--- src/rtl/mem_arbiter_pkg.sv ---
// Shared constants for the memory arbiter: exception codes, instruction
// constants, access-size encodings, owner IDs, and the downstream command
// bundle used by the request mux.
package mem_arbiter_pkg;

  // Exception codes shared with the pipeline
  localparam logic [4:0] EXC_INT  = 5'h00;
  localparam logic [4:0] EXC_ADEL = 5'h04;
  localparam logic [4:0] EXC_ADES = 5'h05;
  localparam logic [4:0] EXC_SYS  = 5'h08;
  localparam logic [4:0] EXC_BP   = 5'h09;
  localparam logic [4:0] EXC_RI   = 5'h0a;
  localparam logic [4:0] EXC_OV   = 5'h0c;

  // Instruction-side constants
  localparam logic [31:0] I_NOP          = 32'h0000_0000;
  localparam logic [31:0] I_RESET_VECTOR = 32'hBFC0_0000;

  // Access size encoding, shared by fetch, load/store and downstream
  typedef enum logic [2:0] {
    SIZE_BYTE = 3'd0,
    SIZE_HALF = 3'd1,
    SIZE_WORD = 3'd2
  } size_e;

  // Owner of an accepted downstream transaction
  localparam int OWNER_W = 1;
  typedef enum logic [OWNER_W-1:0] {
    OWNER_INST = 1'b0,
    OWNER_DATA = 1'b1
  } owner_e;

  // One downstream command as selected by the grant mux
  typedef struct packed {
    logic        wr;
    logic [3:0]  wstrb;
    logic [2:0]  size;
    logic [31:0] addr;
    logic [31:0] wdata;
  } mem_cmd_t;

  // Number of bytes moved by a given size code (unknown codes count as a word)
  function automatic logic [2:0] size_to_bytes(input logic [2:0] size);
    case (size)
      SIZE_BYTE: size_to_bytes = 3'd1;
      SIZE_HALF: size_to_bytes = 3'd2;
      default:   size_to_bytes = 3'd4;
    endcase
  endfunction

endpackage

--- src/rtl/mem_arbiter_owner_fifo.sv ---
// In-order owner FIFO: remembers who issued each accepted downstream request
// so that responses, which return in acceptance order, can be routed back.
// Push while full and pop while empty are ignored.
module owner_fifo #(
  parameter int WIDTH = 1,
  parameter int DEPTH = 4
) (
  input  logic             clk,
  input  logic             resetn,
  input  logic             push,
  input  logic [WIDTH-1:0] push_data,
  input  logic             pop,
  output logic             full,
  output logic             empty,
  output logic [WIDTH-1:0] head
);

  localparam int              PTR_W      = $clog2(DEPTH);
  localparam logic [PTR_W:0]  COUNT_FULL = (PTR_W + 1)'(DEPTH);

  logic [WIDTH-1:0] slot_q [DEPTH];
  logic [DEPTH-1:0] slot_we;

  logic [PTR_W-1:0] wr_ptr_q, wr_ptr_d;
  logic [PTR_W-1:0] rd_ptr_q, rd_ptr_d;
  logic [PTR_W:0]   count_q,  count_d;

  logic do_push;
  logic do_pop;

  assign full    = (count_q == COUNT_FULL);
  assign empty   = (count_q == '0);
  assign do_push = push & ~full;
  assign do_pop  = pop & ~empty;
  assign head    = slot_q[rd_ptr_q];

  // One write enable per slot, decoded from the write pointer
  genvar gi;
  generate
    for (gi = 0; gi < DEPTH; gi++) begin : g_slot_we
      assign slot_we[gi] = do_push && (wr_ptr_q == PTR_W'(gi));
    end
  endgenerate

  // Next pointers and occupancy; pointers wrap naturally at DEPTH
  always_comb begin
    wr_ptr_d = wr_ptr_q;
    rd_ptr_d = rd_ptr_q;
    count_d  = count_q;
    if (do_push) wr_ptr_d = wr_ptr_q + 1'b1;
    if (do_pop)  rd_ptr_d = rd_ptr_q + 1'b1;
    case ({do_push, do_pop})
      2'b10:   count_d = count_q + 1'b1;
      2'b01:   count_d = count_q - 1'b1;
      default: count_d = count_q;
    endcase
  end

  // Pointer and count registers, cleared asynchronously to an empty FIFO
  always_ff @(posedge clk or negedge resetn) begin
    if (!resetn) begin
      wr_ptr_q <= '0;
      rd_ptr_q <= '0;
      count_q  <= '0;
    end else begin
      wr_ptr_q <= wr_ptr_d;
      rd_ptr_q <= rd_ptr_d;
      count_q  <= count_d;
    end
  end

  // Owner storage; cleared on reset so head is never unknown
  always_ff @(posedge clk or negedge resetn) begin
    if (!resetn) begin
      for (int i = 0; i < DEPTH; i++) slot_q[i] <= '0;
    end else begin
      for (int i = 0; i < DEPTH; i++) begin
        if (slot_we[i]) slot_q[i] <= push_data;
      end
    end
  end

endmodule

--- src/rtl/mem_arbiter.sv ---
// Two-requester memory arbiter: merges the fetch port and the load/store port
// onto one pipelined downstream port. Data has fixed priority over fetch.
// Grant and response routing are purely combinational; the only state is the
// owner FIFO that tracks who is waiting for each in-flight response.
module mem_arbiter
  import mem_arbiter_pkg::*;
#(
  parameter int OUTSTANDING = 4
) (
  input  logic        clk,
  input  logic        resetn,
  // fetch port (read only)
  input  logic        inst_req,
  input  logic [31:0] inst_addr,
  input  logic [2:0]  inst_size,
  output logic        inst_addr_ok,
  output logic        inst_data_ok,
  // load/store port
  input  logic        data_req,
  input  logic        data_wr,
  input  logic [3:0]  data_wstrb,
  input  logic [2:0]  data_size,
  input  logic [31:0] data_addr,
  input  logic [31:0] data_wdata,
  output logic        data_addr_ok,
  output logic        data_data_ok,
  // downstream port
  output logic        mem_req,
  output logic        mem_wr,
  output logic [3:0]  mem_wstrb,
  output logic [2:0]  mem_size,
  output logic [31:0] mem_addr,
  output logic [31:0] mem_wdata,
  input  logic        mem_addr_ok,
  input  logic        mem_data_ok,
  input  logic [31:0] mem_rdata
);

  owner_e               winner;
  mem_cmd_t             inst_cmd;
  mem_cmd_t             data_cmd;
  mem_cmd_t             mem_cmd;
  logic                 handshake;
  logic                 fifo_full;
  logic                 fifo_empty;
  logic [OWNER_W-1:0]   fifo_head;
  logic [OWNER_W-1:0]   push_id;
  logic                 resp_valid;

  // Read data goes straight from downstream to the requesters
  logic unused_rdata;
  assign unused_rdata = ^mem_rdata;

  // Fixed-priority grant: a load/store beats a fetch in the same cycle
  always_comb begin
    winner = data_req ? OWNER_DATA : OWNER_INST;
  end

  // Build the two candidate commands; a fetch never writes
  always_comb begin
    inst_cmd       = '0;
    inst_cmd.wr    = 1'b0;
    inst_cmd.wstrb = 4'b0000;
    inst_cmd.size  = inst_size;
    inst_cmd.addr  = inst_addr;
    inst_cmd.wdata = '0;

    data_cmd       = '0;
    data_cmd.wr    = data_wr;
    data_cmd.wstrb = data_wstrb;
    data_cmd.size  = data_size;
    data_cmd.addr  = data_addr;
    data_cmd.wdata = data_wdata;
  end

  // Downstream request mux; a full FIFO holds off any new request, and a
  // response in the same cycle does not bypass that
  always_comb begin
    mem_cmd   = (winner == OWNER_DATA) ? data_cmd : inst_cmd;
    mem_req   = (data_req | inst_req) & ~fifo_full;
    mem_wr    = mem_cmd.wr;
    mem_wstrb = mem_cmd.wstrb;
    mem_size  = mem_cmd.size;
    mem_addr  = mem_cmd.addr;
    mem_wdata = mem_cmd.wdata;
  end

  // Acceptance goes only to the winner of this cycle's grant
  always_comb begin
    handshake    = mem_req & mem_addr_ok;
    data_addr_ok = handshake & (winner == OWNER_DATA);
    inst_addr_ok = handshake & (winner == OWNER_INST);
    push_id      = winner;
  end

  // Route each response to the owner at the FIFO head; a response with
  // nothing outstanding is a protocol error and is dropped
  always_comb begin
    resp_valid   = mem_data_ok & ~fifo_empty;
    inst_data_ok = resp_valid & (fifo_head == OWNER_INST);
    data_data_ok = resp_valid & (fifo_head == OWNER_DATA);
  end

  owner_fifo #(
    .WIDTH (OWNER_W),
    .DEPTH (OUTSTANDING)
  ) u_owner_fifo (
    .clk       (clk),
    .resetn    (resetn),
    .push      (handshake),
    .push_data (push_id),
    .pop       (mem_data_ok),
    .full      (fifo_full),
    .empty     (fifo_empty),
    .head      (fifo_head)
  );

endmodule

--- config.mk ---
export PLATFORM = sky130hd
export DESIGN_NAME = mem_arbiter
export DESIGN_NICKNAME = d
export VERILOG_FILES = /design/src/rtl/mem_arbiter_pkg.sv /design/src/rtl/mem_arbiter_owner_fifo.sv /design/src/rtl/mem_arbiter.sv
export SDC_FILE = /design/constraint.sdc
export NUM_CORES = 1
export LEC_CHECK = 0
export ABC_AREA = 1
export CAP_MARGIN = 10
export CORE_AREA = 2 2 85 87
export DETAILED_ROUTE_END_ITERATION = 10
export DIE_AREA = 0 0 87 89
export PLACE_DENSITY = 0.84
export SLEW_MARGIN = 20
export SYNTH_ARGS = -nofsm -noshare
export SYNTH_HDL_FRONTEND = slang
export SYNTH_SLANG_ARGS = --single-unit
--- constraint.sdc ---
create_clock -name clk -period 3.6 [get_ports clk]
set_clock_uncertainty 0.2 [all_clocks]
set_input_delay 0.54 -clock clk [delete_from_list [all_inputs] [get_ports clk]]
set_output_delay 0.54 -clock clk [all_outputs]
set_load 0.01 [all_outputs]
==> metrics.txt, run 1 <==
Area Growth Syn to Fin 132%; largest net degree at the start of global routing 55; drt total wl 6080 µm; mean cell area of the mapped netlist 5.47 µm²; Final Critical Period 2.84 ns; Worst EP arrival 2.10 ns; Power Density 299 nW/µm²; worst reg2reg startpoint u_owner_fifo.count_q[1]$_DFFE_PN0P_; CP endpoint kind output pin; vias in the first global route 2162; io pins 222; maximum operating frequency 0.352 GHz; synth warn 0; startpoint types primary input; Syn Nets 421; Detailed Route Iter0 Violations 24; Starting Density 0.220; worst hold slack 0.289 ns; Die Ht 89 µm; Peak VDD IR 0.174 mV; R2R Setup Slk 1.36 ns; die area 7740 µm²; CP Launch Point mem_addr_ok; commonest non-fill, non-tap cells in the layout clkdlybuf4s50_1, nand2_1, inv_1, dfrtp_1, nand4_1; post-CTS setup buffers 0; first-pass detailed-route iteration total 4; total gr overflow 0; Num CTS Buffers 3; NumNets Final 604; Clock Sink Count 11; CTS-repair resized insts 0; unrepaired setup endpoints after global routing false; commonest non-fill, non-tap cell in the layout clkdlybuf4s50_1; Most common cell on crit path clkdlybuf4s50_1; post-DP HPWL 5210 µm; register bit total from synthesis 11; max-slew violations 0; Worst slew margin 0.631; # rows 30; htree depth 1; Crit path largest cell delay 0.69 ns; initial antenna violation count 0; Worst Tran Pin Value 0.553 ns; port bufs 189; setup TNS 0 ns; diode count 0; drt drc 0; Core Region 6720 µm²; leakage 1.80 nW; maximum fanout along the worst path 10; CTS tree done; Die W 87 µm; hold path start u_owner_fifo.slot_q[2]$_DFFE_PN0P_; Total GRT Usage 0.140; Post-Synthesis Cells 270; global-route wire length before repair 8940 µm; Yosys cell types 25; CTS max path bufs 2; Seq/Total Area, Yosys 0.186; Mapped Area 1480 µm²; Post-CTS Hold Buffers 0; max cap viols 0; final count of hold timing violations 0; via-per-instance ratio 4.18; later-pin clock latency in the skew report 0.24 ns; Clock transition at path regs 0.05 ns; Routed wire per std cell 11.4 µm; post-route antenna net violation count 0; final setup violation count 0; Hold Path Class flop to flop; crit-path cells clkdlybuf4s50_1 > nand3_4 > nor2_1 > clkdlybuf4s50_1; layout cells sized above 1 0.0398; status completed; routability congestion estimate 0.736; vias after detailed routing 2226; final worst path period share 0.788; Clk Tree Root Cell clkbuf_8; crit path kind primary input to output pin; WP data required 2.86 ns; Worst path slowest cell clkdlybuf4s50_1; Power Total 1.03 mW
==> cell families after synthesis <==
family,Yosys count,synth area share
adders and majority gates,6,0.0559
DFF,11,0.186
xor gates and xnor gates,4,0.0288
buffers and inverters,63,0.194
and+or+nand+nor,180,0.503
AOI/OAI and AO/OA,6,0.0314
==> worst paths after layout <==
path | depth (start not counted) | to
min reg2reg | 2 | u_owner_fifo.slot_q[2]$_DFFE_PN0P_
min in group asynchronous | 1 | u_owner_fifo.slot_q[2]$_DFFE_PN0P_
max reg2reg | 9 | u_owner_fifo.count_q[2]$_DFFE_PN0P_
max | 4 | data_addr_ok
min | 2 | u_owner_fifo.slot_q[2]$_DFFE_PN0P_
max in group asynchronous | 1 | u_owner_fifo.count_q[2]$_DFFE_PN0P_
==> cell type report <==
type / instances / area, µm²
Tap cell: 80 / 100
Sequential cell: 11 / 275
Multi-Input combinational cell: 196 / 915
Inverter: 49 / 186
Timing Repair Buffer: 192 / 1910
Fill cell: 643 / 3290
Clock buffer: 4 / 45.0
==> power breakdown <==
part | internal (mW) | total (mW) | switching (mW)
combinational | 0.360 | 0.654 | 0.294
sequential | 0.187 | 0.249 | 0.0619
clock | 0.0778 | 0.125 | 0.0473
total | 0.625 | 1.03 | 0.403
==> worst max-delay path, delay by kind of cell <==
kind,cells,cell delay (ns)
and+or+nand+nor,2,0.30
buffers and inverters,2,1.26
==> routing by layer <==
metal  part of all wire  GRT usage
met1               0.37      0.140
met2               0.53      0.293
met3              0.082     0.0222
met5                  0          0
met4              0.014     0.0355
==> registers in the layout, indices dropped and copies added (netlist names) <==
signal / count
u_owner_fifo.wr_ptr_q: 2
u_owner_fifo.rd_ptr_q: 2
u_owner_fifo.slot_q: 4
u_owner_fifo.count_q: 3
==> synth_stat cells, drive strengths merged <==
library cell,number,area share
nand2,163,0.42
xor2,2,0.017
fa,1,0.014
nor2,5,0.029
nand4,8,0.034
xnor2,2,0.012
o211ai,2,0.010
dfrtp,11,0.19
ha,5,0.042
o21ai,1,0.0034
nand3,3,0.019
inv,49,0.13
a21oi,3,0.018
or2,1,0.0042
buf,14,0.068
==> stage by stage <==
stage | setup WS [ns] | std cells | area [µm²] | util
finish | 0.763 | 532 | 3430 | 0.511
global route | 0.630 | 532 | 3430 | 0.511
CTS | 0.734 | 532 | 3430 | 0.511
detailed placement | 0.736 | 528 | 3390 | 0.504
global placement | 0.756 | 528 | 3390 | 0.504
floorplan | 1.33 | 270 | 1480 | -
Power figures use the tool's default switching activity.
==> run 2: changes to the inputs <==
--- a/config.mk
+++ b/config.mk
@@ -7,10 +7,10 @@
 export LEC_CHECK = 0
 export ABC_AREA = 1
 export CAP_MARGIN = 10
-export CORE_AREA = 2 2 85 87
+export CORE_AREA = 2 2 87 89
 export DETAILED_ROUTE_END_ITERATION = 10
-export DIE_AREA = 0 0 87 89
-export PLACE_DENSITY = 0.84
+export DIE_AREA = 0 0 89 91
+export PLACE_DENSITY = 0.81
 export SLEW_MARGIN = 20
 export SYNTH_ARGS = -nofsm -noshare
 export SYNTH_HDL_FRONTEND = slang
==> constraint.sdc (replaced) <==
create_clock -name clk -period 2.7 [get_ports clk]
set_clock_uncertainty 0.2 [all_clocks]
set_input_delay 0.405 -clock clk [delete_from_list [all_inputs] [get_ports clk]]
set_output_delay 0.405 -clock clk [all_outputs]
set_load 0.01 [all_outputs]
==> metrics.txt, run 2 (synthesized netlist as in run 1, its figures left out) <==
port bufs 189; CP Launch Point inst_req; Routed wire per std cell 10.9 µm; Worst Tran Pin Value 0.517 ns; htree depth 1; vias after detailed routing 2264; # rows 31; Total GRT Usage 0.143; Most flops, register u_owner_fifo.slot_q; CTS max path bufs 2; global-route wire length before repair 9540 µm; Post-CTS Hold Buffers 0; routability congestion estimate 0.733; Final Critical Period 2.54 ns; worst reg2reg startpoint u_owner_fifo.count_q[1]$_DFFE_PN0P_; Setup WS pre-CTS 0.0686 ns; Post-DP Area 3440 µm²; unrepaired setup endpoints after global routing false; diode count 0; Area Growth Syn to Fin 136%; NumNets Final 607; final core occ 0.489; status completed; drt total wl 6030 µm; worst setup margin 0.164 ns; Worst EP arrival 1.93 ns; largest net degree at the start of global routing 41; startpoint types primary input; Top Usage Layer GRT met2; setup TNS 0 ns; Die Ht 91 µm; Clock transition at path regs 0.05 ns; max cap viols 0; Clk Tree Root Cell clkbuf_8; initial antenna violation count 0; leakage 1.82 nW; CTS tree done; grt met2 use 0.273; via-per-instance ratio 4.09; post-CTS setup buffers 0; layout cells sized above 1 0.0462; crit-path cells clkdlybuf4s50_1 > nor2_8 > inv_4 > nand3_4 > nor2_1 > clkdlybuf4s50_1; commonest non-fill, non-tap cells in the layout clkdlybuf4s50_1, nand2_1, inv_1, dfrtp_1, nand4_1; CTS-repair resized insts 0; total gr overflow 0; Die W 89 µm; die area 8100 µm²; post-route antenna net violation count 0; met3 usage 0.0255; Power Density 396 nW/µm²; met1 Track Usage GR 0.155; Hold Path Class flop to flop; maximum operating frequency 0.394 GHz; drt drc 0; Most common cell on crit path clkdlybuf4s50_1; max-slew violations 0; vias in the first global route 2175; final worst path period share 0.939; io pins 222; CP endpoint kind output pin; final count of hold timing violations 0; Detailed Route Iter0 Violations 42; Num CTS Buffers 3; Core Region 7140 µm²; design area 3490 µm²; crit path kind primary input to output pin; max reg flops 4; post-DP HPWL 5260 µm; Top Registers u_owner_fifo.slot_q (4), u_owner_fifo.count_q (3); Worst slew margin 0.654; maximum fanout along the worst path 5; Peak VDD IR 0.229 mV; hold path start u_owner_fifo.rd_ptr_q[1]$_DFFE_PN0P_; Crit path largest cell delay 0.58 ns; later-pin clock latency in the skew report 0.24 ns; final setup violation count 0; Clock Sink Count 11; WP data required 2.10 ns; Worst path slowest cell clkdlybuf4s50_1; commonest non-fill, non-tap cell in the layout clkdlybuf4s50_1; first-pass detailed-route iteration total 4; Starting Density 0.207
==> run 2: changes by cell type in the layout (fill, tap and decap cells not counted) <==
cell    previous run  this run
buf_4              3         5
buf_12             0         1
==> run 2: area by class of cell <==
type	instances	area, µm²
clock buffer	4	45.0
sequential	11	275
fill	701	3650
multi-input combinational	196	915
inverter	49	186
tap	99	124
timing repair buffer	195	1940
==> run 2: worst paths after layout <==
path / end / slack [ns] / depth (start not counted)
hold / removal: u_owner_fifo.rd_ptr_q[1]$_DFFE_PN0P_ / 0.29 / 2
min in group asynchronous: u_owner_fifo.slot_q[1]$_DFFE_PN0P_ / 0.31 / 1
max in group asynchronous: u_owner_fifo.slot_q[2]$_DFFE_PN0P_ / 1.64 / 1
setup / recovery: data_addr_ok / 0.16 / 6
setup reg to reg: u_owner_fifo.count_q[2]$_DFFE_PN0P_ / 0.48 / 9
hold reg to reg: u_owner_fifo.rd_ptr_q[1]$_DFFE_PN0P_ / 0.29 / 2
==> run 2: power by group <==
part           switching [mW]  total, mW  internal, mW  leakage (nW)
registers              0.0812      0.331         0.249         0.134
logic                   0.396      0.887         0.491          1.66
clock network          0.0592      0.163         0.103        0.0228
==> run 2: routing by layer <==
layer  vias to the layer above  wire [µm]  part of all wire
met3                        13        624              0.10
met4                         0        142             0.024
met1                       970       2220              0.37
met2                       134       3040              0.50
li1                       1147          -                 -
met5                         -          0                 0
==> run 2: critical path: cells and delay by family <==
kind,cells,cell delay (ns)
buffers and inverters,3,1.23
AND/OR/NAND/NOR,3,0.29
==> run 2: metrics by stage <==
step,hold slack (ns),std cells,total power [mW]
2_1_floorplan,-0.0906,270,0.779
3_3_place_gp,0.273,550,1.19
3_5_place_dp,0.280,550,1.22
4_1_cts,0.294,554,1.40
5_1_grt,0.317,554,1.52
6_report,0.289,554,1.38
==> run 3: changes to the inputs <==
--- a/config.mk
+++ b/config.mk
@@ -11,6 +11,7 @@
 export DETAILED_ROUTE_END_ITERATION = 10
 export DIE_AREA = 0 0 89 91
 export PLACE_DENSITY = 0.81
+export SKIP_LAST_GASP = 1
 export SLEW_MARGIN = 20
 export SYNTH_ARGS = -nofsm -noshare
 export SYNTH_HDL_FRONTEND = slang
==> results of run 3 <==
Final layout, timing and power as in run 2 (identical DEF).
